**src/rtl/cla_pkg.sv**
```systemverilog
// Shared adder types for the CLA datapath and its clients.
// Pure type/constant package: no logic, no latency, no flow control.
package cla_pkg;
  localparam int CLA_W = 32;

  typedef logic [CLA_W-1:0] cla_word_t;

  typedef struct packed {
    cla_word_t sum;
    logic      cout;
    logic      of;
  } cla_res_t;
endpackage

```
**src/rtl/CLA.sv**
```systemverilog
// 32-bit carry-lookahead adder, no carry-in, with carry-out and signed overflow.
// Purely combinational: zero latency, no handshake.
module CLA
  import cla_pkg::*;
(
  input  cla_word_t in1,
  input  cla_word_t in2,
  output cla_word_t sum,
  output logic      cout,
  output logic      of
);
  cla_word_t        p;
  cla_word_t        g;
  logic [CLA_W:0]   c;

  assign p = in1 ^ in2;
  assign g = in1 & in2;

  // 4-bit lookahead groups; each group's carry-out is formed from group G/P.
  always_comb begin
    c = '0;
    for (int k = 0; k < CLA_W; k += 4) begin
      c[k+1] = g[k] | (p[k] & c[k]);
      c[k+2] = g[k+1] | (p[k+1] & g[k]) | (p[k+1] & p[k] & c[k]);
      c[k+3] = g[k+2] | (p[k+2] & g[k+1]) | (p[k+2] & p[k+1] & g[k])
             | (p[k+2] & p[k+1] & p[k] & c[k]);
      c[k+4] = g[k+3] | (p[k+3] & g[k+2]) | (p[k+3] & p[k+2] & g[k+1])
             | (p[k+3] & p[k+2] & p[k+1] & g[k]) | ((&p[k +: 4]) & c[k]);
    end
  end

  assign sum  = p ^ c[CLA_W-1:0];
  assign cout = c[CLA_W];
  assign of   = (in1[CLA_W-1] == in2[CLA_W-1]) & (sum[CLA_W-1] != in1[CLA_W-1]);
endmodule

```
**src/rtl/rr_arbiter.sv**
```systemverilog
// Round-robin arbiter: one-hot grant to the first request at or above the pointer.
// Grant is combinational; pointer moves past the winner only when advance is high.
module rr_arbiter #(
  parameter int N     = 4,
  parameter int IDX_W = $clog2(N)
) (
  input  logic             clk,
  input  logic             rst,
  input  logic [N-1:0]     req,
  input  logic             advance,
  output logic [N-1:0]     gnt,
  output logic [IDX_W-1:0] gnt_idx
);
  logic [IDX_W-1:0] ptr;
  logic             found;

  always_comb begin
    gnt     = '0;
    gnt_idx = ptr;
    found   = 1'b0;
    for (int off = 0; off < N; off++) begin
      for (int i = 0; i < N; i++) begin
        if (!found && req[i] && (((int'(ptr) + off) % N) == i)) begin
          found   = 1'b1;
          gnt[i]  = 1'b1;
          gnt_idx = IDX_W'(i);
        end
      end
    end
  end

  always_ff @(posedge clk) begin
    if (rst) begin
      ptr <= '0;
    end else if (advance) begin
      ptr <= (gnt_idx == IDX_W'(N - 1)) ? '0 : gnt_idx + 1'b1;
    end
  end
endmodule

```
**src/rtl/cla_rr_scheduler.sv**
```systemverilog
// Shares one CLA among N_REQ requesters with round-robin grant and a one-deep result register.
// Result appears one cycle after issue; a stalled result blocks all grants until drained.
module cla_rr_scheduler
  import cla_pkg::*;
#(
  parameter int N_REQ = 4,
  parameter int W     = 32,
  parameter int CNT_W = 16
) (
  input  logic                     clk,
  input  logic                     rst,
  input  logic [N_REQ-1:0]         req_valid,
  output logic [N_REQ-1:0]         req_ready,
  input  logic [N_REQ*W-1:0]       req_a,
  input  logic [N_REQ*W-1:0]       req_b,
  output logic                     res_valid,
  input  logic                     res_ready,
  output logic [W-1:0]             res_sum,
  output logic                     res_cout,
  output logic                     res_of,
  output logic [$clog2(N_REQ)-1:0] res_id,
  output logic [CNT_W-1:0]         ops_done
);
  localparam int ID_W = $clog2(N_REQ);

  logic             can_issue;
  logic             issue;
  logic [N_REQ-1:0] arb_req;
  logic [N_REQ-1:0] gnt;
  logic [ID_W-1:0]  gnt_idx;
  cla_word_t        op_a;
  cla_word_t        op_b;
  cla_word_t        cla_sum;
  logic             cla_cout;
  logic             cla_of;
  cla_res_t         res_q;

  assign can_issue = !res_valid || res_ready;
  assign arb_req   = (can_issue && !rst) ? req_valid : '0;

  rr_arbiter #(.N(N_REQ), .IDX_W(ID_W)) u_arb (
    .clk     (clk),
    .rst     (rst),
    .req     (arb_req),
    .advance (issue),
    .gnt     (gnt),
    .gnt_idx (gnt_idx)
  );

  assign req_ready = gnt;
  assign issue     = |gnt;

  always_comb begin
    op_a = '0;
    op_b = '0;
    for (int i = 0; i < N_REQ; i++) begin
      if (gnt[i]) begin
        op_a = req_a[i*W +: W];
        op_b = req_b[i*W +: W];
      end
    end
  end

  CLA u_cla (
    .in1  (op_a),
    .in2  (op_b),
    .sum  (cla_sum),
    .cout (cla_cout),
    .of   (cla_of)
  );

  // Data registers only load on issue, so a drain-only cycle leaves stale data behind.
  always_ff @(posedge clk) begin
    if (rst) begin
      res_valid <= 1'b0;
      res_q     <= '0;
      res_id    <= '0;
      ops_done  <= '0;
    end else begin
      if (issue) begin
        res_valid <= 1'b1;
        res_q     <= '{sum: cla_sum, cout: cla_cout, of: cla_of};
        res_id    <= gnt_idx;
      end else if (res_ready) begin
        res_valid <= 1'b0;
      end
      if (res_valid && res_ready) begin
        ops_done <= ops_done + 1'b1;
      end
    end
  end

  assign res_sum  = res_q.sum;
  assign res_cout = res_q.cout;
  assign res_of   = res_q.of;

  for (genvar i = 0; i < N_REQ; i++) begin : g_hold
    a_operand_hold: assert property (@(posedge clk) disable iff (rst)
      (req_valid[i] && !req_ready[i]) |=>
        (!req_valid[i] || ($stable(req_a[i*W +: W]) && $stable(req_b[i*W +: W]))));
  end
endmodule
```
**config.mk**
```make
export PLATFORM = sky130hd
export DESIGN_NAME = cla_rr_scheduler
export DESIGN_NICKNAME = d
export VERILOG_FILES = /design/src/rtl/cla_pkg.sv /design/src/rtl/CLA.sv /design/src/rtl/rr_arbiter.sv /design/src/rtl/cla_rr_scheduler.sv
export SDC_FILE = /design/constraint.sdc
export NUM_CORES = 1
export LEC_CHECK = 0
export ABC_AREA = 0
export BUFFER_PORTS_ARGS = -buffer_cell sky130_fd_sc_hd__buf_4
export CAP_MARGIN = 0
export CORE_AREA = 2 2 123 125
export DETAILED_ROUTE_END_ITERATION = 10
export DIE_AREA = 0 0 125 127
export GPL_TIMING_DRIVEN = 0
export PLACE_DENSITY = 0.77
export SLEW_MARGIN = 20
export SYNTH_ARGS = -nofsm -noshare
export SYNTH_HDL_FRONTEND = slang
export SYNTH_SLANG_ARGS = --single-unit
```
**constraint.sdc**
```tcl
create_clock -name clk -period 6.9 [get_ports clk]
set_input_delay 0.69 -clock clk [delete_from_list [all_inputs] [get_ports clk]]
set_output_delay 0.69 -clock clk [all_outputs]
set_load 0.01 [all_outputs]
```
# After elaboration in Yosys (flattened, before gate mapping)
# Cells that the tools add are included.
# word_totals
out_inout_bits	57
input_bits	263
wordCells	349
regBits	55
# classes
reduce_logical	67
bitwise	197
n_mux	58
n_eq_ne	15
addsub	5
# op_table
cell	count
32-bit two-way mux	8
32-bit logical NOT	4
1-bit AND	115
1-bit bitwise OR	76
32-bit bitwise XOR	2
2-bit two-way mux	17
1-bit logical AND	33
32-bit AND	1
1-bit two-way mux	32
4-bit AND reduction	7
3-bit == test (second input constant)	6
1-bit logical NOT	17
16-bit by 1-bit adder with 16-bit output (second input constant)	1
3-bit by 2-bit == test with 1-bit output (second input constant)	3
2-bit == test (second input constant)	3
2-bit OR reduction	3
2-bit by 1-bit adder with 2-bit output (second input constant)	2
2-bit adder (second input constant)	2
4-bit two-way mux	1
4-bit OR reduction	1
1-bit AND (first input constant)	3
2-bit by 1-bit == test with 1-bit output (second input constant)	1
2-bit nonzero test	1
1-bit == test	1
2 further kinds	2

# Logic depth before layout (Yosys ltp)
# Gate-level depths: netlist of run 1.
# depth
ltp_word	89
mapped_depth	24
depth_no_buf	21

# By module
# From an unflattened synthesis of run 1, not the netlist that was laid out.
# unflattened
hier_cells	753
hier_area_um2	5571.6
# modules_own_cells
module	seq_area_each_um2	cells_each	area_each_um2	instances
cla_rr_scheduler	1061.0	551	3876.2	1
CLA	0.0	165	1413.9	1
rr_arbiter	40.0	37	281.5	1

# Worst setup path after synthesis of run 1
# OpenSTA, ideal clock, no wires.
# synth_timing
kind	input to register
startpoint	input port req_valid[3]
endpoint	register res_q (netlist bit res_sum[24])
setup_time_ns	0.086
path_stages	18
t_arrival_ns	4.558
n_path_buf	1
slack_ns	2.257
t_required_ns	6.814
cell_sequence	or2_1 > a211o_1 > and2_4 > a221oi_4 > buf_2 > a222oi_1 > nand2_1 > o21ai_0 > inv_1 > ha_1 > a211oi_1 > o21ai_0 > a31oi_2 > a31oi_1 > or2_2 > a21oi_1 > fa_1 > a211oi_1
# synth_between
elab_chain_len	69
word_cells_on_any_way	139
classes_between	mux: 34; bitwise: 61; reduce/logical: 44
# synth_rtl
element	line	source
start: declaration	cla_rr_scheduler.sv:12	input logic [N_REQ-1:0] req_valid,
4-bit two-way mux *	cla_rr_scheduler.sv:39	assign arb_req = (can_issue && !rst) ? req_valid : '0;
1-bit logical AND (2 in a row)	rr_arbiter.sv:23	if (!found && req[i] && (((int'(ptr) + off) % N) == i)) begin
1-bit two-way mux	rr_arbiter.sv:23	
1-bit logical NOT	rr_arbiter.sv:23	
1-bit logical AND (2 in a row)	rr_arbiter.sv:23	
1-bit two-way mux	rr_arbiter.sv:23	
1-bit logical NOT	rr_arbiter.sv:23	
1-bit logical AND (2 in a row)	rr_arbiter.sv:23	
(+50 left out)	n/a	
1-bit bitwise OR	CLA.sv:28	| (p[k+3] & p[k+2] & p[k+1] & g[k]) | ((&p[k +: 4]) & c[k]);
1-bit AND	CLA.sv:28	
1-bit bitwise OR	CLA.sv:28	
1-bit AND	CLA.sv:28	
1-bit bitwise OR	CLA.sv:28	
1-bit AND	CLA.sv:28	
1-bit bitwise OR	CLA.sv:28	
32-bit bitwise XOR	CLA.sv:32	assign sum = p ^ c[CLA_W-1:0];
end signal: assignment	cla_rr_scheduler.sv:82	res_q <= '{sum: cla_sum, cout: cla_cout, of: cla_of};
end: declaration	cla_rr_scheduler.sv:36	cla_res_t res_q;
# Mark *: on every way between the ends. The rest lies on a longest branch, timed or not.
# A chain may end at the register's enable or synchronous reset.

# Worst setup path in the final report of run 1
# layout_timing
startpoint	input port res_ready
endpoint	register res_q (netlist bit res_sum[29])
# layout_between
elab_chain_len	86
word_cells_on_any_way	167
classes_between	mux: 39; bitwise: 73; reduce/logical: 55
# layout_rtl
element	line	source
start: declaration	cla_rr_scheduler.sv:17	input logic res_ready,
1-bit logical OR *	cla_rr_scheduler.sv:38	assign can_issue = !res_valid || res_ready;
1-bit logical AND *	cla_rr_scheduler.sv:39	
4-bit two-way mux *	cla_rr_scheduler.sv:39	
1-bit logical AND	rr_arbiter.sv:23	
1-bit two-way mux	rr_arbiter.sv:23	
1-bit logical NOT	rr_arbiter.sv:23	
1-bit logical AND (2 in a row)	rr_arbiter.sv:23	
1-bit two-way mux	rr_arbiter.sv:23	
(+69 left out)	n/a	
1-bit bitwise OR	CLA.sv:28	
1-bit AND	CLA.sv:28	
1-bit bitwise OR	CLA.sv:28	
1-bit AND	CLA.sv:28	
1-bit bitwise OR	CLA.sv:28	
1-bit AND	CLA.sv:23	c[k+1] = g[k] | (p[k] & c[k]);
1-bit bitwise OR	CLA.sv:23	
32-bit bitwise XOR	CLA.sv:32	
# Marks and branches as above.

==> results of run 1 <==
sequential cells by signal (all words and copies together) (netlist names):
name       count
res_sum       32
u_arb.ptr      2
ops_done      16
res_id         2
res_of         1
res_cout       1
res_valid      1
cell families (layout without fill, tap and decap cells):
group | Yosys count | count (layout) | share of synthesized area
and+or+nand+nor | 260 | 260 | 0.229
muxes | 1 | 1 | 0.00199
buffers and inverters | 76 | 400 | 0.0629
adders and majority gates | 42 | 42 | 0.116
xor gates and xnor gates | 30 | 30 | 0.0522
DFF | 55 | 55 | 0.219
AOI/OAI and AO/OA | 213 | 213 | 0.319
cells in the final DEF (no fill, tap or decap), types with 24 or more instances in the layout:
cell      count
nor2_1       87
inv_1        25
a222oi_1     56
o21ai_0      25
dfxtp_1      55
clkbuf_1     30
buf_4       322
xor2_1       24
ha_1         34
nand2_1     103
a21oi_1      58
critical path, cell delays in order:
cell and delay (ns):
buf_4 0.08, nand2b_1 0.23, nand3_1 0.23, nor2_1 0.42, clkbuf_1 0.59, buf_2 0.44
buf_1 0.50, a222oi_1 0.15, nand2_1 0.13, ha_1 0.29, a211oi_1 0.14, o21ai_0 0.33
a31oi_2 0.23, a31oi_1 0.46, a21oi_1 0.26, fa_1 0.48, xor2_1 0.16, nor2_1 0.06
a21oi_1 0.12, nor2_1 0.05
cell type report:
type                       instances  area, um^2
tap                              184         230
inverter                          26        97.6
timing repair buffer             318        2390
clock inverter                     1        7.51
fill                            1449        6640
sequential                        55        1100
multi-input combinational        546        3610
buffer                            50         219
clock buffer                       5         125
worst max-delay path by stage:
stage,end,slack (ns)
3_3_place_gp,res_sum[21],0.75
6_report,res_sum[29],1.0
5_1_grt,res_sum[25],0.58
4_1_cts,res_sum[25],1.06
3_5_place_dp,res_sum[25],0.79
2_1_floorplan,res_sum[24],2.26
power groups by stage:
stage | Clock, mW | Sequential (mW) | Combinational (mW)
floorplan | 0 | 0.455 | 0.602
global placement | 0 | 0.430 | 1.06
detailed placement | 0 | 0.432 | 1.08
CTS | 0.247 | 0.425 | 1.08
global route | 0.259 | 0.432 | 1.19
finish | 0.240 | 0.425 | 1.09
routing by layer:
metal,routed length (um),GRT usage
met1,9600,0.361
met2,11100,0.466
met3,2040,0.0549
met4,864,0.105
met5,0,0
per-stage QoR:
stage                util  power (mW)  instances  hold WS (ns)
finish              0.539        1.75       1185         0.453
global placement    0.530        1.49       1179         0.442
detailed placement  0.530        1.51       1179         0.446
floorplan               -        1.06        677         0.476
CTS                 0.539        1.75       1185         0.454
global route        0.539        1.88       1185         0.483
==> results_dict.tcl, run 1 <==
set metrics [dict create \
    status "complete, no violations" \
    initial_core_util 0.349 \
    r2r_start "res_valid" \
    ctsHoldBuffers 0 \
    avgSynthCellArea_um2 7.43 \
    pre_cts_ws_ns 0.790 \
    grt_pass1_vias 6365 \
    layout_setup_ws_ns 0.998 \
    num-nets-final 1307 \
    crit_type "in2reg" \
    yosysMostFrequentCell "nand2_1" \
    hold_depth 2 \
    reg2reg_setup_slack_ns 1.18 \
    hold_path_class "reg2reg" \
    critical_path_peak_fanout 10 \
    dp_hpwl_um 19300 \
    synth_flop_cell "dfxtp_1" \
    fmax_mhz 169 \
    cts_tree "done" \
    syn_to_final_growth_pct 54.7 \
    coreArea_um2 14400 \
    drive_above_1_share 0.353 \
    cts_setup_buffers 0 \
    first_pass_iters 7 \
    grt_max_degree 16 \
    ant_nets 0 \
    ir_worst_vdd_uv 124 \
    antenna_cells 0 \
    synthDominantCellAreaShare 0.219 \
    die_h_um 127 \
    clock_path_buffers 2 \
    wirelength_um 23600 \
    synth.top_cells.by_count "103 x nand2_1, 87 x nor2_1, 58 x a21oi_1" \
    p_sw_frac 0.428 \
    fin_crit_ns 5.90 \
    setup_viol_count_final 0 \
    setup.worst_path.start_class "primary input" \
    via_per_inst 5.66 \
    cp-end-kind "flop" \
    p_per_area_nw_per_um2 225 \
    r2r_cells 19 \
    vias 6712 \
    finClkSkew_ns 0.00585 \
    ios 320 \
    r2r-end "res_sum[29]" \
    drt_iter0_markers 732 \
    switchingPower_uw 751 \
    p_seq_frac 0.242 \
    grt_usage 0.280 \
    synth_seq_area_share 0.219 \
    combinationalPowerShare 0.621 \
    io_buffers 318 \
    grt_pass1_wl_um 35000 \
    routedWlPerCell_um 19.9 \
    dpl_cell_area_um2 7650 \
    yosysTopAreaCell "dfxtp_1" \
    required_ns 7.06 \
    grt-ovfl-total 0 \
    cts_made_buffers 5 \
    ys_warn_count 0 \
    die_area_um2 15900 \
    worst_slew_pin_slew_ns 0.804 \
    cts_resized 0 \
    synth-edff-count 0 \
    antenna_found_initial 0 \
    rows 44 \
    clk-insertion-delay-late_ns 0.29 \
    syn_inst 677 \
    max_cap_viol_count 0 \
    max_slew_margin 0.464 \
    async_flop_share 0 \
    crit_path_start "res_ready" \
    synth_area_um2 5030 \
    clockRootBuffer "clkbuf_16" \
    place_congestion 0.923 \
    rsz0062_at_grt "no" \
    fin_setup_tns_ns 0 \
    holdPathEnd "res_sum[23]" \
    die_w_um 125 \
    cts.sinks 55 \
    drc 0 \
    ys_ff_latch 55 \
    h-tree-depth 2 \
    yosysUniqueCellTypes 61 \
    yosys-top-cells-area "dfxtp_1 22%, a222oi_1 11%, ha_1 8.5%" \
    pwr-share-clk 0.137 \
    final_area_um2 7780 \
    finalCritPeriodShare 0.855 \
    arrival_ns 6.06 \
    hold_start "res_sum[23]" \
    power.internal_mw 1.00 \
    slew_viol_final 0 \
    cts.clk_slew.worst_paths_ns 0.07 \
    final-hold-violation-count 0 \
    syn_nets 982 \
    p_leak_nw 3.79 \
]
No activity file was read; power rests on OpenSTA's default activity.
==> run 2: changes to the inputs <==
Settings changed: PLACE_DENSITY 0.77 to 0.78.
==> run 2 against run 1 <==
Via count barely moved. Global-route usage rose by 0.32 points. Critical path depth rose by 1. Fmax rose by 0.83%. Clock power rose by 16%. Clock skew rose by 0.00097 ns. Critical path type unchanged. Largest power group unchanged. Highest routed layer unchanged.
==> results_dict.tcl, run 2 (synthesis gave the netlist of run 1 again) <==
set metrics [dict create \
    status "complete, no violations" \
    grt_pass1_vias 6435 \
    drive_above_1_share 0.352 \
    die_area_um2 15900 \
    die_h_um 127 \
    coreArea_um2 14400 \
    p_seq_frac 0.239 \
    final_area_um2 7810 \
    clock_path_buffers 2 \
    crit_path_start "res_ready" \
    hold_start "res_sum[23]" \
    grt_max_degree 16 \
    p_per_area_nw_per_um2 228 \
    antenna_cells 0 \
    pre_cts_ws_ns 0.908 \
    dpl_cell_area_um2 7650 \
    layout_setup_ws_ns 1.05 \
    combinationalPowerShare 0.605 \
    clockRootBuffer "clkbuf_16" \
    seq_area_um2 1100 \
    crit_type "in2reg" \
    switchingPower_uw 744 \
    place_congestion 0.949 \
    r2r_cells 20 \
    ant_nets 0 \
    cts_made_buffers 5 \
    setup.worst_path.start_class "primary input" \
    num-nets-final 1307 \
    hold_path_class "reg2reg" \
    reg2reg_setup_slack_ns 1.23 \
    cp-end-kind "flop" \
    wirelength_um 23400 \
    cts_resized 0 \
    ios 320 \
    final_core_util 0.541 \
    rows 44 \
    final_common_cell "buf_4" \
    cts_setup_buffers 0 \
    required_ns 7.06 \
    final_cell_mix "322 x buf_4, 103 x nand2_1, 87 x nor2_1, 58 x a21oi_1, 56 x a222oi_1" \
    drc 0 \
    cts_tree "done" \
    ctsHoldBuffers 0 \
    first_pass_iters 9 \
    drt_iter0_markers 711 \
    holdPathEnd "res_sum[23]" \
    p_sw_frac 0.417 \
    arrival_ns 6.02 \
    r2r_start "res_valid" \
    grt_usage 0.283 \
    cts.sinks 55 \
    initial_core_util 0.349 \
    p_leak_nw 3.80 \
    io_buffers 318 \
    pwr-share-clk 0.156 \
    p_total_mw 1.78 \
    critical_path_peak_fanout 10 \
    n_fill_cell 1417 \
    busiest_layer "met2" \
    finClkSkew_ns 0.00682 \
    ir_worst_vdd_uv 107 \
    grt_pass1_wl_um 35500 \
    cts.clk_slew.worst_paths_ns 0.07 \
    power.internal_mw 1.04 \
    syn_to_final_growth_pct 55.2 \
    r2r-end "res_sum[25]" \
    vias 6707 \
    final-hold-violation-count 0 \
    fmax_mhz 171 \
    multi_input_area_um2 3610 \
    rsz0062_at_grt "no" \
    grt-ovfl-total 0 \
    fin_crit_ns 5.85 \
    clk-insertion-delay-late_ns 0.29 \
    dp_hpwl_um 19300 \
    routedWlPerCell_um 19.7 \
    fin_setup_tns_ns 0 \
    largest_reg_flops 32 \
    h-tree-depth 2 \
    max_cap_viol_count 0 \
    met3_usage 0.0427 \
    die_w_um 125 \
    finalCritPeriodShare 0.848 \
    via_per_inst 5.66 \
    max_slew_margin 0.491 \
    met2_usage 0.481 \
    worst_slew_pin_slew_ns 0.763 \
    hold_depth 2 \
    setup_viol_count_final 0 \
    antenna_found_initial 0 \
    slew_viol_final 0 \
    met1_usage 0.369 \
]
==> run 2: cell types whose count changed in the layout (fill, tap and decap cells not counted), sizes merged <==
cell and change:
clkinvlp -1, bufinv +1, clkbuf +1
==> run 2: power by group through the flow <==
stage	Combinational, mW	Sequential (mW)	Clock (mW)
final	1.08	0.426	0.278
after global routing	1.19	0.433	0.295
after global placement	1.06	0.430	0
after CTS	1.07	0.425	0.283
after detailed placement	1.07	0.432	0
after floorplan	0.602	0.455	0
==> run 2: routing by layer <==
metal / wire length, um / vias up
met4: 778 / 0
met3: 2010 / 47
li1: - / 3174
met5: 0 / -
met1: 9470 / 3137
met2: 11200 / 349
==> run 2: layout make-up <==
class                      count  area share
tap                          184      0.0295
inverter                      26      0.0125
clock buffer                   6      0.0165
buffer                        50      0.0280
multi-input combinational    546       0.463
sequential                    55       0.141
timing repair buffer         318       0.306
clock inverter                 1     0.00385
==> run 2: worst max-delay path by stage <==
stage	endpoint	slack [ns]	cells past startpoint
3_3_place_gp	res_sum[21]	0.88	22
6_report	res_sum[25]	1.05	21
3_5_place_dp	res_sum[25]	0.91	21
2_1_floorplan	res_sum[24]	2.26	18
5_1_grt	res_sum[21]	0.60	22
4_1_cts	res_sum[25]	1.16	21
==> run 2: per-stage QoR <==
stage,instances,hold WS (ns)
6_report,1186,0.456
5_1_grt,1186,0.475
4_1_cts,1186,0.456
3_5_place_dp,1179,0.447
3_3_place_gp,1179,0.440
2_1_floorplan,677,0.476
==> run 2: critical path, cell delays in order <==
cell and delay [ns]:
buf_4 0.08, nand2b_1 0.24, nand3_1 0.22, nor2_1 0.44
clkbuf_1 0.59, buf_2 0.44, buf_1 0.39, a222oi_1 0.17
nand2_1 0.11, ha_1 0.32, a211oi_1 0.15, o21ai_0 0.34
a31oi_2 0.23, a31oi_1 0.45, or2_2 0.22, a21oi_1 0.10
fa_1 0.45, xor2_1 0.15, nor2_1 0.06, a21oi_1 0.12
nor2_1 0.05
==> run 3: changes to the inputs <==
Settings changed: CORE_AREA 2 2 123 125 to 2 2 122 124, DIE_AREA 0 0 125 127 to 0 0 124 126, PLACE_DENSITY 0.78 to 0.82.
Clock period 6.9 ns to 5.3 ns, I/O delays scaled along.
==> run 3 against run 2 <==
Combinational power up 31%. Sequential power up 30%. Worst setup slack worse by 0.76 ns. First-iteration DRC count up 21%. Via count down 0.55%. Sequential share of layout area down 0.12 points. Clock skew up 0.0012 ns. Register-to-register slack worse by 0.94 ns. Hold slack worse by 0.0055 ns. Largest cell class unchanged.
==> results_dict.tcl, run 3 (synthesis gave the netlist of run 1 again) <==
set metrics [dict create \
    status "complete, no violations" \
    fin_hold_ws_ns 0.450 \
    setup.worst_path.start_class "primary input" \
    worst_slew_pin_slew_ns 0.714 \
    syn_to_final_growth_pct 56.5 \
    hold_start "res_sum[23]" \
    antenna_found_initial 0 \
    first_pass_iters 7 \
    n_fill_cell 1410 \
    largest_reg_flops 32 \
    io_buffers 318 \
    max_slew_margin 0.524 \
    power.internal_mw 1.33 \
    met1_usage 0.378 \
    met3_usage 0.0453 \
    wirelength_um 23300 \
    die_area_um2 15600 \
    via_per_inst 5.61 \
    initial_core_util 0.351 \
    rsz0062_at_grt "no" \
    h-tree-depth 2 \
    p_total_mw 2.30 \
    arrival_ns 5.18 \
    p_per_area_nw_per_um2 292 \
    routedWlPerCell_um 19.6 \
    p_leak_nw 3.85 \
    rows 44 \
    critical_path_peak_fanout 10 \
    clock_path_buffers 2 \
    cts.clk_slew.worst_paths_ns 0.07 \
    crit_type "in2reg" \
    final_cell_mix "325 x buf_4, 103 x nand2_1, 86 x nor2_1, 58 x a21oi_1, 56 x a222oi_1" \
    reg2reg_setup_slack_ns 0.29 \
    clk-insertion-delay-late_ns 0.29 \
    finClkSkew_ns 0.00798 \
    die_w_um 124 \
    final-hold-violation-count 0 \
    max_cap_viol_count 0 \
    fin_crit_ns 5.02 \
    r2r-end "res_sum[25]" \
    r2r_start "u_arb.ptr[1]" \
    grt_pass1_vias 6293 \
    finalCritPeriodShare 0.947 \
    r2r_cells 21 \
    required_ns 5.46 \
    ant_nets 0 \
    cts.sinks 55 \
    combinationalPowerShare 0.618 \
    drc 0 \
    holdPathEnd "res_sum[23]" \
    pwr-share-clk 0.141 \
    vias 6670 \
    cts_tree "done" \
    clockRootBuffer "clkbuf_16" \
    final_common_cell "buf_4" \
    met2_usage 0.493 \
    slew_viol_final 0 \
    ios 320 \
    hold_depth 2 \
    ctsHoldBuffers 0 \
    place_congestion 0.981 \
    grt_pass1_wl_um 34700 \
    cts_made_buffers 5 \
    ir_worst_vdd_uv 165 \
    antenna_cells 0 \
    setup_viol_count_final 0 \
    p_seq_frac 0.241 \
    switchingPower_uw 974 \
    num-nets-final 1309 \
    grt_usage 0.292 \
    drt_iter0_markers 860 \
    cp-end-kind "flop" \
    coreArea_um2 14300 \
    grt-ovfl-total 0 \
    dp_hpwl_um 19200 \
    fmax_mhz 199 \
    drive_above_1_share 0.373 \
    p_sw_frac 0.424 \
    grt_max_degree 16 \
    busiest_layer "met2" \
    hold_path_class "reg2reg" \
    die_h_um 126 \
]
==> run 3: power groups by stage <==
stage,Sequential [mW],Combinational (mW),Clock (mW)
CTS,0.553,1.39,0.330
finish,0.554,1.42,0.324
floorplan,0.593,0.784,0
detailed placement,0.563,1.39,0
global route,0.565,1.57,0.350
global placement,0.560,1.37,0
==> run 3: stage by stage <==
| stage | cell area (um^2) | utilization | worst slack [ns] | cells | setup TNS, ns |
|---|---|---|---|---|---|
| finish | 7870 | 0.550 | 0.282 | 1188 | 0 |
| global route | 7870 | 0.550 | 0.00703 | 1188 | 0 |
| CTS | 7800 | 0.545 | 0.00785 | 1186 | 0 |
| detailed placement | 7650 | 0.534 | -0.517 | 1179 | -3.34 |
| global placement | 7650 | 0.534 | -0.456 | 1179 | -2.78 |
| floorplan | 5030 | - | 0.817 | 677 | 0 |
==> run 3: timing repair <==
| action | in CTS | in global routing |
|---|---|---|
| cloned | 0 | 0 |
| buffers inserted | 0 | 2 |
| gates resized for setup | 4 | 28 |
| endpoints found under the setup margin | 5 | 12 |
| pin swaps | 0 | 2 |
==> run 3: worst max-delay path by stage <==
stage,from,end,slack [ns]
2_1_floorplan,req_valid[3],res_sum[24],0.82
3_3_place_gp,res_ready,res_sum[21],-0.46
3_5_place_dp,req_valid[3],res_sum[21],-0.52
4_1_cts,u_arb.ptr[1],res_sum[21],0.008
5_1_grt,u_arb.ptr[1],res_sum[25],0.007
6_report,req_valid[3],res_sum[25],0.28
==> run 3: final cells by class <==
cell class	instances	area, um^2	share of cell area
Inverter	26	97.6	0.0124
Multi-Input combinational cell	546	3660	0.465
Sequential cell	55	1100	0.140
Buffer	50	239	0.0304
Timing Repair Buffer	320	2400	0.305
Clock inverter	1	5.00	0.000636
Tap cell	184	230	0.0292
Clock buffer	6	139	0.0176
==> run 3: routing by layer <==
layer	part of all wire	up-vias	wire (um)
met5	0	-	0
met4	0.030	0	704
met3	0.085	41	1970
met2	0.48	361	11200
met1	0.40	3091	9410
li1	-	3177	-
==> run 3: worst max-delay path, stage by stage <==
cell and delay (ns):
buf_4 0.13, or2_1 0.27, a211o_1 0.33, and2_4 0.19, a221oi_4 0.35, buf_4 0.31
buf_2 0.29, a222oi_1 0.12, a21oi_1 0.28, ha_1 0.33, and3_1 0.20, a221oi_1 0.37
a32o_1 0.25, a31oi_2 0.08, or2_2 0.34, a21oi_1 0.21, fa_1 0.22, xor2_1 0.15
nor2_1 0.05, a21oi_1 0.12, nor2_1 0.05
